===== src/rtl/exp4_unidade_controle_pkg.sv =====
// State codes, control-output bundle and the decode that maps each state
// to its Moore outputs for the play-round controller.
package exp4_pkg;

  localparam int TIMEOUT_CYCLES_DEF = 5000;
  localparam int TMR_W_DEF          = 13;

  typedef enum logic [3:0] {
    INICIAL     = 4'h0,
    PREPARACAO  = 4'h1,
    ESPERA      = 4'h2,
    REGISTRA    = 4'h4,
    COMPARACAO  = 4'h5,
    PROXIMO     = 4'h6,
    FIM_ACERTOU = 4'hA,
    FIM_ERROU   = 4'hE,
    FIM_TIMEOUT = 4'hF
  } estado_t;

  typedef struct packed {
    logic zeraC;
    logic zeraR;
    logic registraR;
    logic contaC;
    logic pronto;
    logic acertou;
    logic errou;
    logic timeout;
  } ctrl_t;

  function automatic ctrl_t decode_saidas(estado_t e);
    ctrl_t c;
    c           = '0;
    c.zeraC     = (e == PREPARACAO);
    c.zeraR     = (e == PREPARACAO);
    c.registraR = (e == REGISTRA);
    c.contaC    = (e == PROXIMO);
    c.pronto    = (e == FIM_ACERTOU) || (e == FIM_ERROU) || (e == FIM_TIMEOUT);
    c.acertou   = (e == FIM_ACERTOU);
    c.errou     = (e == FIM_ERROU) || (e == FIM_TIMEOUT);
    c.timeout   = (e == FIM_TIMEOUT);
    return c;
  endfunction

endpackage


===== src/rtl/exp4_unidade_controle_if.sv =====
// Handshake between the round controller and its datapath/test driver.
// The controller is the slave: it consumes status and produces controls.
interface exp4_unidade_controle_if;
  logic       iniciar;
  logic       jogada;
  logic       fimC;
  logic       igual;
  logic       zeraC;
  logic       contaC;
  logic       zeraR;
  logic       registraR;
  logic       pronto;
  logic       acertou;
  logic       errou;
  logic       timeout;
  logic [3:0] db_estado;

  modport master (
    output iniciar, jogada, fimC, igual,
    input  zeraC, contaC, zeraR, registraR, pronto, acertou, errou, timeout,
           db_estado
  );

  modport slave (
    input  iniciar, jogada, fimC, igual,
    output zeraC, contaC, zeraR, registraR, pronto, acertou, errou, timeout,
           db_estado
  );
endinterface


===== src/rtl/exp4_unidade_controle_edge_detector.sv =====
// Rising-edge detector: one-cycle pulse when sinal goes 0->1.
// A level held high produces exactly one pulse.
module edge_detector (
  input  logic clock,
  input  logic reset,
  input  logic sinal,
  output logic pulso
);

  logic r_sinal_d;

  always_ff @(posedge clock or posedge reset) begin
    if (reset) r_sinal_d <= 1'b0;
    else       r_sinal_d <= sinal;
  end

  assign pulso = sinal & ~r_sinal_d;

endmodule


===== src/rtl/exp4_unidade_controle.sv =====
// Round sequencer: waits for plays, registers and compares them, and ends
// the round on full match, first mismatch or a no-play timeout.
module exp4_unidade_controle
  import exp4_pkg::*;
#(
  parameter int TIMEOUT_CYCLES = TIMEOUT_CYCLES_DEF,
  parameter int TMR_W          = TMR_W_DEF
) (
  input logic                     clock,
  input logic                     reset,
  exp4_unidade_controle_if.slave  bus
);

  estado_t          r_estado;
  estado_t          w_prox;
  ctrl_t            r_ctrl;
  logic [TMR_W-1:0] r_tmr;
  logic             w_edge;
  logic             w_tmr_fim;

  edge_detector u_edge (
    .clock (clock),
    .reset (reset),
    .sinal (bus.jogada),
    .pulso (w_edge)
  );

  assign w_tmr_fim = (r_tmr == TMR_W'(TIMEOUT_CYCLES - 1));

  always_comb begin
    w_prox = r_estado;
    case (r_estado)
      INICIAL:    if (bus.iniciar) w_prox = PREPARACAO;
      PREPARACAO: w_prox = ESPERA;
      ESPERA: begin
        // a play arriving on the last wait cycle beats the timeout
        if (w_edge)         w_prox = REGISTRA;
        else if (w_tmr_fim) w_prox = FIM_TIMEOUT;
      end
      REGISTRA:   w_prox = COMPARACAO;
      COMPARACAO: begin
        if (!bus.igual)    w_prox = FIM_ERROU;
        else if (bus.fimC) w_prox = FIM_ACERTOU;
        else               w_prox = PROXIMO;
      end
      PROXIMO:    w_prox = ESPERA;
      FIM_ACERTOU, FIM_ERROU, FIM_TIMEOUT:
                  if (bus.iniciar) w_prox = PREPARACAO;
      default:    w_prox = INICIAL;
    endcase
  end

  // outputs are registered from the next state so they stay pure Moore
  always_ff @(posedge clock or posedge reset) begin
    if (reset) begin
      r_estado <= INICIAL;
      r_ctrl   <= '0;
      r_tmr    <= '0;
    end else begin
      r_estado <= w_prox;
      r_ctrl   <= decode_saidas(w_prox);
      if (r_estado != ESPERA)  r_tmr <= '0;
      else if (r_tmr != '1)    r_tmr <= r_tmr + 1'b1;
    end
  end

  assign bus.zeraC     = r_ctrl.zeraC;
  assign bus.zeraR     = r_ctrl.zeraR;
  assign bus.registraR = r_ctrl.registraR;
  assign bus.contaC    = r_ctrl.contaC;
  assign bus.pronto    = r_ctrl.pronto;
  assign bus.acertou   = r_ctrl.acertou;
  assign bus.errou     = r_ctrl.errou;
  assign bus.timeout   = r_ctrl.timeout;
  assign bus.db_estado = r_estado;

endmodule


===== src/flat_wrapper.sv =====
// flat-port wrapper written by rule: the top's interface ports become plain ports
module exp4_unidade_controle_flat import exp4_pkg::*;
#(
  parameter int TIMEOUT_CYCLES = TIMEOUT_CYCLES_DEF,
  parameter int TMR_W          = TMR_W_DEF
)
  (clock, reset, bus_iniciar, bus_jogada, bus_fimC, bus_igual, bus_zeraC, bus_contaC, bus_zeraR, bus_registraR, bus_pronto, bus_acertou, bus_errou, bus_timeout, bus_db_estado);
  exp4_unidade_controle_if bus_i ();
  input logic clock;
  input logic reset;
  input wire logic [$bits(bus_i.iniciar)-1:0] bus_iniciar;
  input wire logic [$bits(bus_i.jogada)-1:0] bus_jogada;
  input wire logic [$bits(bus_i.fimC)-1:0] bus_fimC;
  input wire logic [$bits(bus_i.igual)-1:0] bus_igual;
  output wire logic [$bits(bus_i.zeraC)-1:0] bus_zeraC;
  output wire logic [$bits(bus_i.contaC)-1:0] bus_contaC;
  output wire logic [$bits(bus_i.zeraR)-1:0] bus_zeraR;
  output wire logic [$bits(bus_i.registraR)-1:0] bus_registraR;
  output wire logic [$bits(bus_i.pronto)-1:0] bus_pronto;
  output wire logic [$bits(bus_i.acertou)-1:0] bus_acertou;
  output wire logic [$bits(bus_i.errou)-1:0] bus_errou;
  output wire logic [$bits(bus_i.timeout)-1:0] bus_timeout;
  output wire logic [$bits(bus_i.db_estado)-1:0] bus_db_estado;
  assign bus_i.iniciar = bus_iniciar;
  assign bus_i.jogada = bus_jogada;
  assign bus_i.fimC = bus_fimC;
  assign bus_i.igual = bus_igual;
  assign bus_zeraC = bus_i.zeraC;
  assign bus_contaC = bus_i.contaC;
  assign bus_zeraR = bus_i.zeraR;
  assign bus_registraR = bus_i.registraR;
  assign bus_pronto = bus_i.pronto;
  assign bus_acertou = bus_i.acertou;
  assign bus_errou = bus_i.errou;
  assign bus_timeout = bus_i.timeout;
  assign bus_db_estado = bus_i.db_estado;
  exp4_unidade_controle #(.TIMEOUT_CYCLES(TIMEOUT_CYCLES), .TMR_W(TMR_W)) u_core (.clock(clock), .reset(reset), .bus(bus_i));
endmodule

===== config.mk =====
export PLATFORM = sky130hd
export DESIGN_NAME = exp4_unidade_controle_flat
export DESIGN_NICKNAME = d
export VERILOG_FILES = /design/src/rtl/exp4_unidade_controle_pkg.sv /design/src/rtl/exp4_unidade_controle_if.sv /design/src/rtl/exp4_unidade_controle_edge_detector.sv /design/src/rtl/exp4_unidade_controle.sv /design/src/flat_wrapper.sv
export SDC_FILE = /design/constraint.sdc
export NUM_CORES = 1
export LEC_CHECK = 0
export BUFFER_PORTS_ARGS = -buffer_cell sky130_fd_sc_hd__buf_2
export CORE_MARGIN = 2
export CORE_UTILIZATION = 35
export CTS_BUF_LIST = sky130_fd_sc_hd__clkbuf_8
export CTS_CLUSTER_SIZE = 30
export DETAILED_ROUTE_END_ITERATION = 10
export PLACE_DENSITY = 0.54
export SLEW_MARGIN = 40
export SYNTH_ARGS = -nofsm -noshare
export SYNTH_HDL_FRONTEND = slang
export SYNTH_SLANG_ARGS = --single-unit

===== constraint.sdc =====
create_clock -name clock -period 2.65 [get_ports clock]
set_clock_uncertainty 0.2 [all_clocks]
set_input_delay 0 -clock clock [delete_from_list [all_inputs] [get_ports clock]]
set_output_delay 0 -clock clock [all_outputs]
set_load 0.01 [all_outputs]

==> results.toml, run 1 <==
[worst_setup_path]
critPathRequiredTime_ns = 2.60
cp-end-kind = "flop"
crit_type = "reg2reg"
critPathArrivalTime_ns = 2.06
critPathMaxFanout = 11
startpoint_type = "flop"

[finish]
stdcell_area_um2 = 1460
drive_gt1_share_pct = 19.6
antenna_cells = 0
final_nets = 151
final_common_cell = "dfrtp_1"
final_cells = 189
mostFrequentLayoutCells = "dfrtp_1 (25), buf_2 (17), nor2_1 (11)"
synthToLayoutAreaGrowth_pct = 15.3
nFillCells = 341
final_util_pct = 43.0

[synthesis]
synth_compound_area_share_pct = 16.1
ys_types = 43
synth_top_family_by_area = "simple AND/OR/NAND/NOR gates"
synthFlopType = "dfrtp_1"
yosys.area_share.simple_pct = 27.4
synth-xor-area-share_pct = 0.693
async_reset_ff_share_pct = 100
ys_seq_area_share_pct = 49.5
netlist_instances = 124
synthAdderAreaFrac_pct = 0.990
syn_nets = 131
synth_seq_cells = 25
synth_edf_count = 0
synth.avg_cell_area_um2 = 10.2
ys_warn_count = 0
muxShareOfSynthArea_pct = 2.48
syn-cell-area_um2 = 1260

[floorplanning]
io_pins = 18
fp.coreArea_um2 = 3390
start_util_pct = 37.3
fp.dieW_um = 64.1
die_h_um = 64.1
fp-row-count = 21
die_area_um2 = 4110

[power_and_ir_drop]
p_leak_nw = 0.667
powerDensity_nw_per_um2 = 713
power_mw = 1.04
vdd_drop_max_mv = 0.346

[placement]
portBuffers = 17
pre_cts_ws_ns = 0.548
place_congestion = 0.743
placed_area_um2 = 1380
post-place-cells = 182
dpl.hpwl_um = 1840

[clocking]
path_clk_slew_ns = 0.09
clockRootBuffer = "clkbuf_8"
htreeDepth = 1
clock_latency_ns = 0.26
cts.sinks = 25
postCtsSetupRepairBufs = 0
clk_path_buf_depth = 2
cts_buffers = 3
cts_tree = "yes"

[drt]
detailroute.via_count = 1029
first_pass_iters = 4
final_antenna_net_count = 0
detail_route.wl_per_cell_um = 13.1
drt_wl_total_um = 2490
drc = 0
drtIter0Drc = 44
vias_per_cell = 5.44

[worst_hold_path]
hold_path_class = "in2reg"

[grt]
grt_pass1_vias = 976
grt_antenna_before_repair = 0
grt_first_pass_wirelength_um = 4430
grt_overflow_total = 0
grt_start_max_net_pins = 26
grt_util_all_layers_pct = 13.5

[timing]
holdWs_ns = 0.0490
setup-violations-final = 0
maxSlewViolCount = 0
finalWorstSetupSlack_ns = 0.545
finalCritPeriodShare_pct = 79.5
rsz0062_at_grt = "no"
max_freq_mhz = 475
maxSlewHeadroom_pct = 65.1
period_needed_ns = 2.11
fin_setup_tns_ns = 0
hold_violations = 0
worst_pin_slew_ns = 0.523

[flow_run]
drv_cap = 0

[outcome]
outcome = "finished, final reports clean"
[layout make-up]
class / count / area [um2] / share of cell area [%]
Sequential cell: 25 / 626 / 42.9
Multi-Input combinational cell: 91 / 603 / 41.4
Timing Repair Buffer: 20 / 115 / 7.90
Tap cell: 46 / 57.6 / 3.95
Clock buffer: 3 / 41.3 / 2.83
Inverter: 3 / 11.3 / 0.773
Clock inverter: 1 / 3.75 / 0.258
[worst max-delay path: stages, from the launching register on]
cell	delay, ns
dfrtp_1	0.55
nor4b_2	0.49
nand4_1	0.23
nand2b_1	0.32
and4_1	0.20
[timing repair]
action / in CTS / in global routing
hold buffers: 3 / 0
gates resized for setup: 0 / 0
endpoints found under the hold margin: 28 / 0
[state kept, by name, indices dropped and copies added, names as in the netlist]
name and flops:
u_core.bus.zeraC 1, u_core.bus.pronto 1, u_core.bus.acertou 1, u_core.bus.errou 1, u_core.bus.timeout 1, u_core.r_tmr 13
u_core.u_edge.r_sinal_d 1, u_core.bus.registraR 1, u_core.bus.db_estado 4, u_core.bus.contaC 1
[Yosys cell counts (all sizes together) (4+ instances only)]
cell,instances,area share [%]
a31oi,5,2.5
a21oi,7,2.8
dfrtp,25,50
or3,4,2.0
nand2b,6,3.6
o21ai,7,2.8
nand2,10,3.0
nor2,11,3.3
[kinds of logic after synthesis]
kind of cell / count (synthesis)
simple gates: 55
compound gates: 31
flops: 25
buf+inv: 8
mux: 3
xor+xnor: 1
fa+ha+maj: 1
[metal layers]
| layer | up-vias | GRT usage [%] | part of all wire (%) | wire length, um |
|---|---|---|---|---|
| li1 | 508 | - | - | - |
| met1 | 497 | 17.2 | 46 | 1140 |
| met2 | 20 | 23.8 | 50 | 1250 |
| met3 | 4 | 2.11 | 3.2 | 79 |
| met4 | 0 | 3.19 | 0.56 | 14 |
| met5 | - | 0 | 0 | 0 |
[power by group]
part | switching [mW] | internal [mW] | total, mW
Clock | 0.112 | 0.103 | 0.215
Combinational | 0.160 | 0.142 | 0.302
Sequential | 0.0856 | 0.437 | 0.522
[path summary, 6_finish.rpt]
check	startpoint	to	slack (ns)	cells past startpoint
setup / recovery	u_core.bus.db_estado[1]	u_core.bus.contaC	0.54	4
hold / removal	bus_igual	u_core.bus.db_estado[3]	0.05	4
setup reg to reg	u_core.bus.db_estado[1]	u_core.bus.contaC	0.54	4
hold reg to reg	u_core.r_tmr[2]	u_core.r_tmr[2]	0.34	1
max in group asynchronous	reset	u_core.bus.acertou	1.78	3
min in group asynchronous	reset	u_core.r_tmr[9]	0.11	3
No activity file was read; power rests on OpenSTA's default activity.
==> inputs of run 2 (changes only) <==
- clock period: 2.65 -> 1.99 ns (I/O delays scaled with it)
==> results.toml, run 2 (same netlist as run 1, synthesis figures left out) <==
[timing]
hold_violations = 0
period_needed_ns = 1.84
maxSlewViolCount = 0
worst_pin_slew_ns = 0.450
finalCritPeriodShare_pct = 92.6
rsz0062_at_grt = "no"
max_freq_mhz = 543
maxSlewHeadroom_pct = 69.9
fin_setup_tns_ns = 0
setup-violations-final = 0

[worst_setup_path]
cp-end-kind = "flop"
slowest_delay_ns = 0.49
crit_start = "u_core.bus.db_estado[2]"
rr_worst_depth = 4
critPathRequiredTime_ns = 2.00
crit_type = "reg2reg"
rr_endpoint = "u_core.bus.contaC"
reg2reg_slack_ns = 0.15
critPathMaxFanout = 8
rr_startpoint = "u_core.bus.db_estado[2]"
path_cells = "nor3b_2 > mux2i_1 > o311ai_2 > and4_1"
critPathArrivalTime_ns = 1.85
startpoint_type = "flop"
crit_slowest_cell = "dfrtp_1"

[clocking]
cts_buffers = 3
clock_latency_ns = 0.27
path_clk_slew_ns = 0.09
clk_path_buf_depth = 2
cts_tree = "yes"
htreeDepth = 1
clockRootBuffer = "clkbuf_8"
cts.sinks = 25

[floorplanning]
start_util_pct = 37.3
io_pins = 18
fp.dieW_um = 64.1
fp.coreArea_um2 = 3390
fp-row-count = 21
die_h_um = 64.1
die_area_um2 = 4110

[drt]
drt_wl_total_um = 2690
first_pass_iters = 4
final_antenna_net_count = 0
drc = 0
detail_route.wl_per_cell_um = 13.4
vias_per_cell = 5.28
drtIter0Drc = 45
detailroute.via_count = 1055

[finish]
final_common_cell = "dfrtp_1"
final_nets = 162
antenna_cells = 0
mostFrequentLayoutCells = "dfrtp_1 (25), buf_2 (17), buf_4 (11)"
largest_register = "u_core.r_tmr"
stdcell_area_um2 = 1550
synthToLayoutAreaGrowth_pct = 23.0
drive_gt1_share_pct = 27.3
largest_reg_flops = 13

[flow_run]
drv_cap = 0

[worst_hold_path]
whs_path_depth = 5
hold_path_class = "in2reg"
hold_start = "bus_igual"
min_to = "u_core.bus.pronto"

[grt]
grt_first_pass_wirelength_um = 4950
grt_start_max_net_pins = 26
grt_antenna_before_repair = 0
grt_util_all_layers_pct = 15.1
grt_pass1_vias = 1060
grt_overflow_total = 0

[placement]
dpl.hpwl_um = 1950
portBuffers = 17
place_congestion = 0.840
placed_area_um2 = 1460

[power_and_ir_drop]
powerDensity_nw_per_um2 = 967
vdd_drop_max_mv = 0.520
p_leak_nw = 0.720

[outcome]
outcome = "finished, final reports clean"
run 2: cell count changes in the layout (fill, tap and decap cells not counted), sizes merged:
cell    previous run  this run
inv                4         3
buf               17        28
clkinv             0         1
run 2: worst max-delay path by stage:
stage | to | slack (ns)
2_1_floorplan | u_core.r_tmr[1] | 0.16
4_1_cts | u_core.r_tmr[1] | 0.07
6_report | u_core.bus.contaC | 0.15
3_5_place_dp | u_core.r_tmr[1] | 0.09
3_3_place_gp | u_core.r_tmr[1] | 0.13
5_1_grt | u_core.bus.contaC | 0.01
run 2: final cells by class:
cell class / instances / area, um2
fill: 324 / 1840
clock inverter: 1 / 5.00
timing repair buffer: 31 / 198
tap: 46 / 57.6
multi-input combinational: 91 / 616
clock buffer: 3 / 41.3
inverter: 3 / 11.3
sequential: 25 / 626
run 2: repair_timing:
action,CTS,global route
setup buffers,0,1
hold buffers,3,0
hold endpoints to repair,28,0
gates resized for setup,0,3
setup endpoints to repair,0,11
run 2: metal layers:
metal  vias to the layer above  track usage [%]  routed length (um)
met1                       513             20.0                1270
met2                        12             25.3                1320
li1                        526                -                   -
met5                         -                0                   0
met3                         4             2.64                  63
met4                         0             4.79                  33
run 2: worst max-delay path, delay by kind of cell, from the launching register on:
kind,cells,cell delay (ns)
compound gates,1,0.42
simple gates,2,0.55
flops,1,0.49
mux,1,0.13
run 2: metrics by stage:
step	setup slack [ns]	total power, mW	hold slack, ns	utilization (%)	cells
floorplan	0.159	0.989	-0.173	-	124
global placement	0.128	1.20	-0.130	43.0	192
detailed placement	0.0867	1.21	-0.127	43.0	192
CTS	0.0692	1.52	0.0209	45.3	199
global route	0.0110	1.61	0.0239	45.8	200
finish	0.148	1.50	0.0239	45.8	200
run 2: power by group:
group	internal (mW)	switching, mW
Combinational	0.265	0.278
Sequential	0.582	0.0732
Clock	0.140	0.165
Total	0.987	0.516
==> inputs of run 3 (changes only) <==
- CORE_UTILIZATION: 35 -> 58
- CTS_BUF_LIST: sky130_fd_sc_hd__clkbuf_8 -> sky130_fd_sc_hd__clkbuf_4 sky130_fd_sc_hd__clkbuf_8
- PLACE_DENSITY: 0.54 -> 0.82
==> results.toml, run 3 (same netlist as run 1, synthesis figures left out) <==
[finish]
nFillCells = 141
final_util_pct = 74.9
antenna_cells = 0
mostFrequentLayoutCells = "dfrtp_1 (24), buf_2 (17), nand2_1 (10), nor2_1 (10)"
drive_gt1_share_pct = 25.7
final_common_cell = "dfrtp_1"
synthToLayoutAreaGrowth_pct = 18.7
stdcell_area_um2 = 1500
final_cells = 179
largest_register = "u_core.r_tmr"
final_nets = 160
largest_reg_flops = 13

[worst_hold_path]
hold_path_class = "in2async"

[clocking]
path_clk_slew_ns = 0.14
htreeDepth = 1
clockRootBuffer = "clkbuf_4"
cts_tree = "yes"
clk_path_buf_depth = 2
cts.sinks = 25
clock_latency_ns = 0.33
cts_buffers = 3

[worst_setup_path]
rr_endpoint = "u_core.r_tmr[1]"
path_buf_inv = 1
crit_type = "reg2reg"
critPathRequiredTime_ns = 2.02
critPathArrivalTime_ns = 1.89
cp-end-kind = "flop"
slowest_delay_ns = 0.50
path_cells = "nand4_2 > nor4_4 > buf_4 > mux2i_1 > nor2_1"
path_delay_family = "simple AND/OR/NAND/NOR gates"
critPathMaxFanout = 7
rr_startpoint = "u_core.r_tmr[4]"
startpoint_type = "flop"
reg2reg_slack_ns = 0.13
crit_slowest_cell = "dfrtp_1"
rr_worst_depth = 5

[drt]
drc = 0
vias_per_cell = 6.17
final_antenna_net_count = 0
first_pass_iters = 4
drtIter0Drc = 39
detailroute.via_count = 1104
detail_route.wl_per_cell_um = 15.0
drt_wl_total_um = 2690

[grt]
grt_util_all_layers_pct = 22.7
grt_pass1_vias = 958
grt_first_pass_wirelength_um = 4370
grt_overflow_total = 0
grt_start_max_net_pins = 26
grt_antenna_before_repair = 0

[placement]
placed_area_um2 = 1400
post-place-cells = 169
portBuffers = 17
dpl.hpwl_um = 1820
pre_cts_ws_ns = 0.0209
place_congestion = 0.873

[floorplanning]
die_area_um2 = 2570
fp.dieW_um = 50.7
die_h_um = 50.7
fp.coreArea_um2 = 2000
fp-row-count = 16
start_util_pct = 63.1
io_pins = 18

[power_and_ir_drop]
power_mw = 1.38
vdd_drop_max_mv = 0.821
powerDensity_nw_per_um2 = 921
p_leak_nw = 0.701

[timing]
maxSlewHeadroom_pct = 65.0
hold_violations = 0
fin_setup_tns_ns = 0
finalCritPeriodShare_pct = 93.7
worst_pin_slew_ns = 0.521
finalWorstSetupSlack_ns = 0.125
setup-violations-final = 0
period_needed_ns = 1.86
maxSlewViolCount = 0
max_freq_mhz = 536
rsz0062_at_grt = "no"
holdWs_ns = 0.0568

[flow_run]
drv_cap = 0

[outcome]
outcome = "finished, final reports clean"
==> run 3: cell count changes in the layout (fill, tap and decap cells not counted), sizes merged <==
cell         previous run  this run
buf                    28        24
dlygate4sd3             3         5
==> run 3: how the worst max path moves through the flow <==
| stage | startpoint | to | slack, ns | depth (start not counted) |
|---|---|---|---|---|
| 6_report | u_core.r_tmr[4] | u_core.r_tmr[1] | 0.13 | 5 |
| 3_3_place_gp | u_core.bus.db_estado[1] | u_core.bus.contaC | 0.13 | 4 |
| 5_1_grt | u_core.r_tmr[1] | u_core.r_tmr[7] | 0.01 | 5 |
| 2_1_floorplan | u_core.r_tmr[0] | u_core.r_tmr[1] | 0.16 | 5 |
| 4_1_cts | u_core.r_tmr[1] | u_core.r_tmr[1] | 0.005 | 5 |
| 3_5_place_dp | u_core.r_tmr[1] | u_core.r_tmr[1] | 0.02 | 5 |
==> run 3: where the power goes <==
| part | total [mW] | internal (mW) | switching, mW |
|---|---|---|---|
| logic | 0.476 | 0.231 | 0.245 |
| clock network | 0.231 | 0.0755 | 0.156 |
| registers | 0.675 | 0.583 | 0.0913 |
| total | 1.38 | 0.890 | 0.492 |
==> run 3: worst register-to-register path, stage by stage (launching register included) <==
cell     delay (ns)
dfrtp_1        0.50
nand4_2        0.24
nor4_4         0.36
buf_4          0.21
mux2i_1        0.21
nor2_1         0.06
==> run 3: cell type report <==
class	count	area [um2]	area share [%]
tap	27	33.8	2.25
sequential	25	627	41.8
multi-input combinational	91	613	40.9
inverter	3	11.3	0.751
clock buffer	3	22.5	1.50
timing repair buffer	29	188	12.5
clock inverter	1	5.00	0.334
==> run 3: what timing repair did <==
item | in CTS | in global routing
hold buffers | 5 | 0
endpoints found under the hold margin | 31 | 0
endpoints found under the setup margin | 0 | 13
resized for setup | 0 | 4
buffers inserted | 0 | 1
==> run 3: per-layer routing <==
layer / up-vias / GRT usage (%) / share of wire, %
met4: 0 / 9.46 / 2.8
met3: 9 / 3.57 / 4.8
met5: - / 0 / 0
li1: 523 / - / -
met2: 39 / 33.3 / 45
met1: 533 / 33.3 / 47
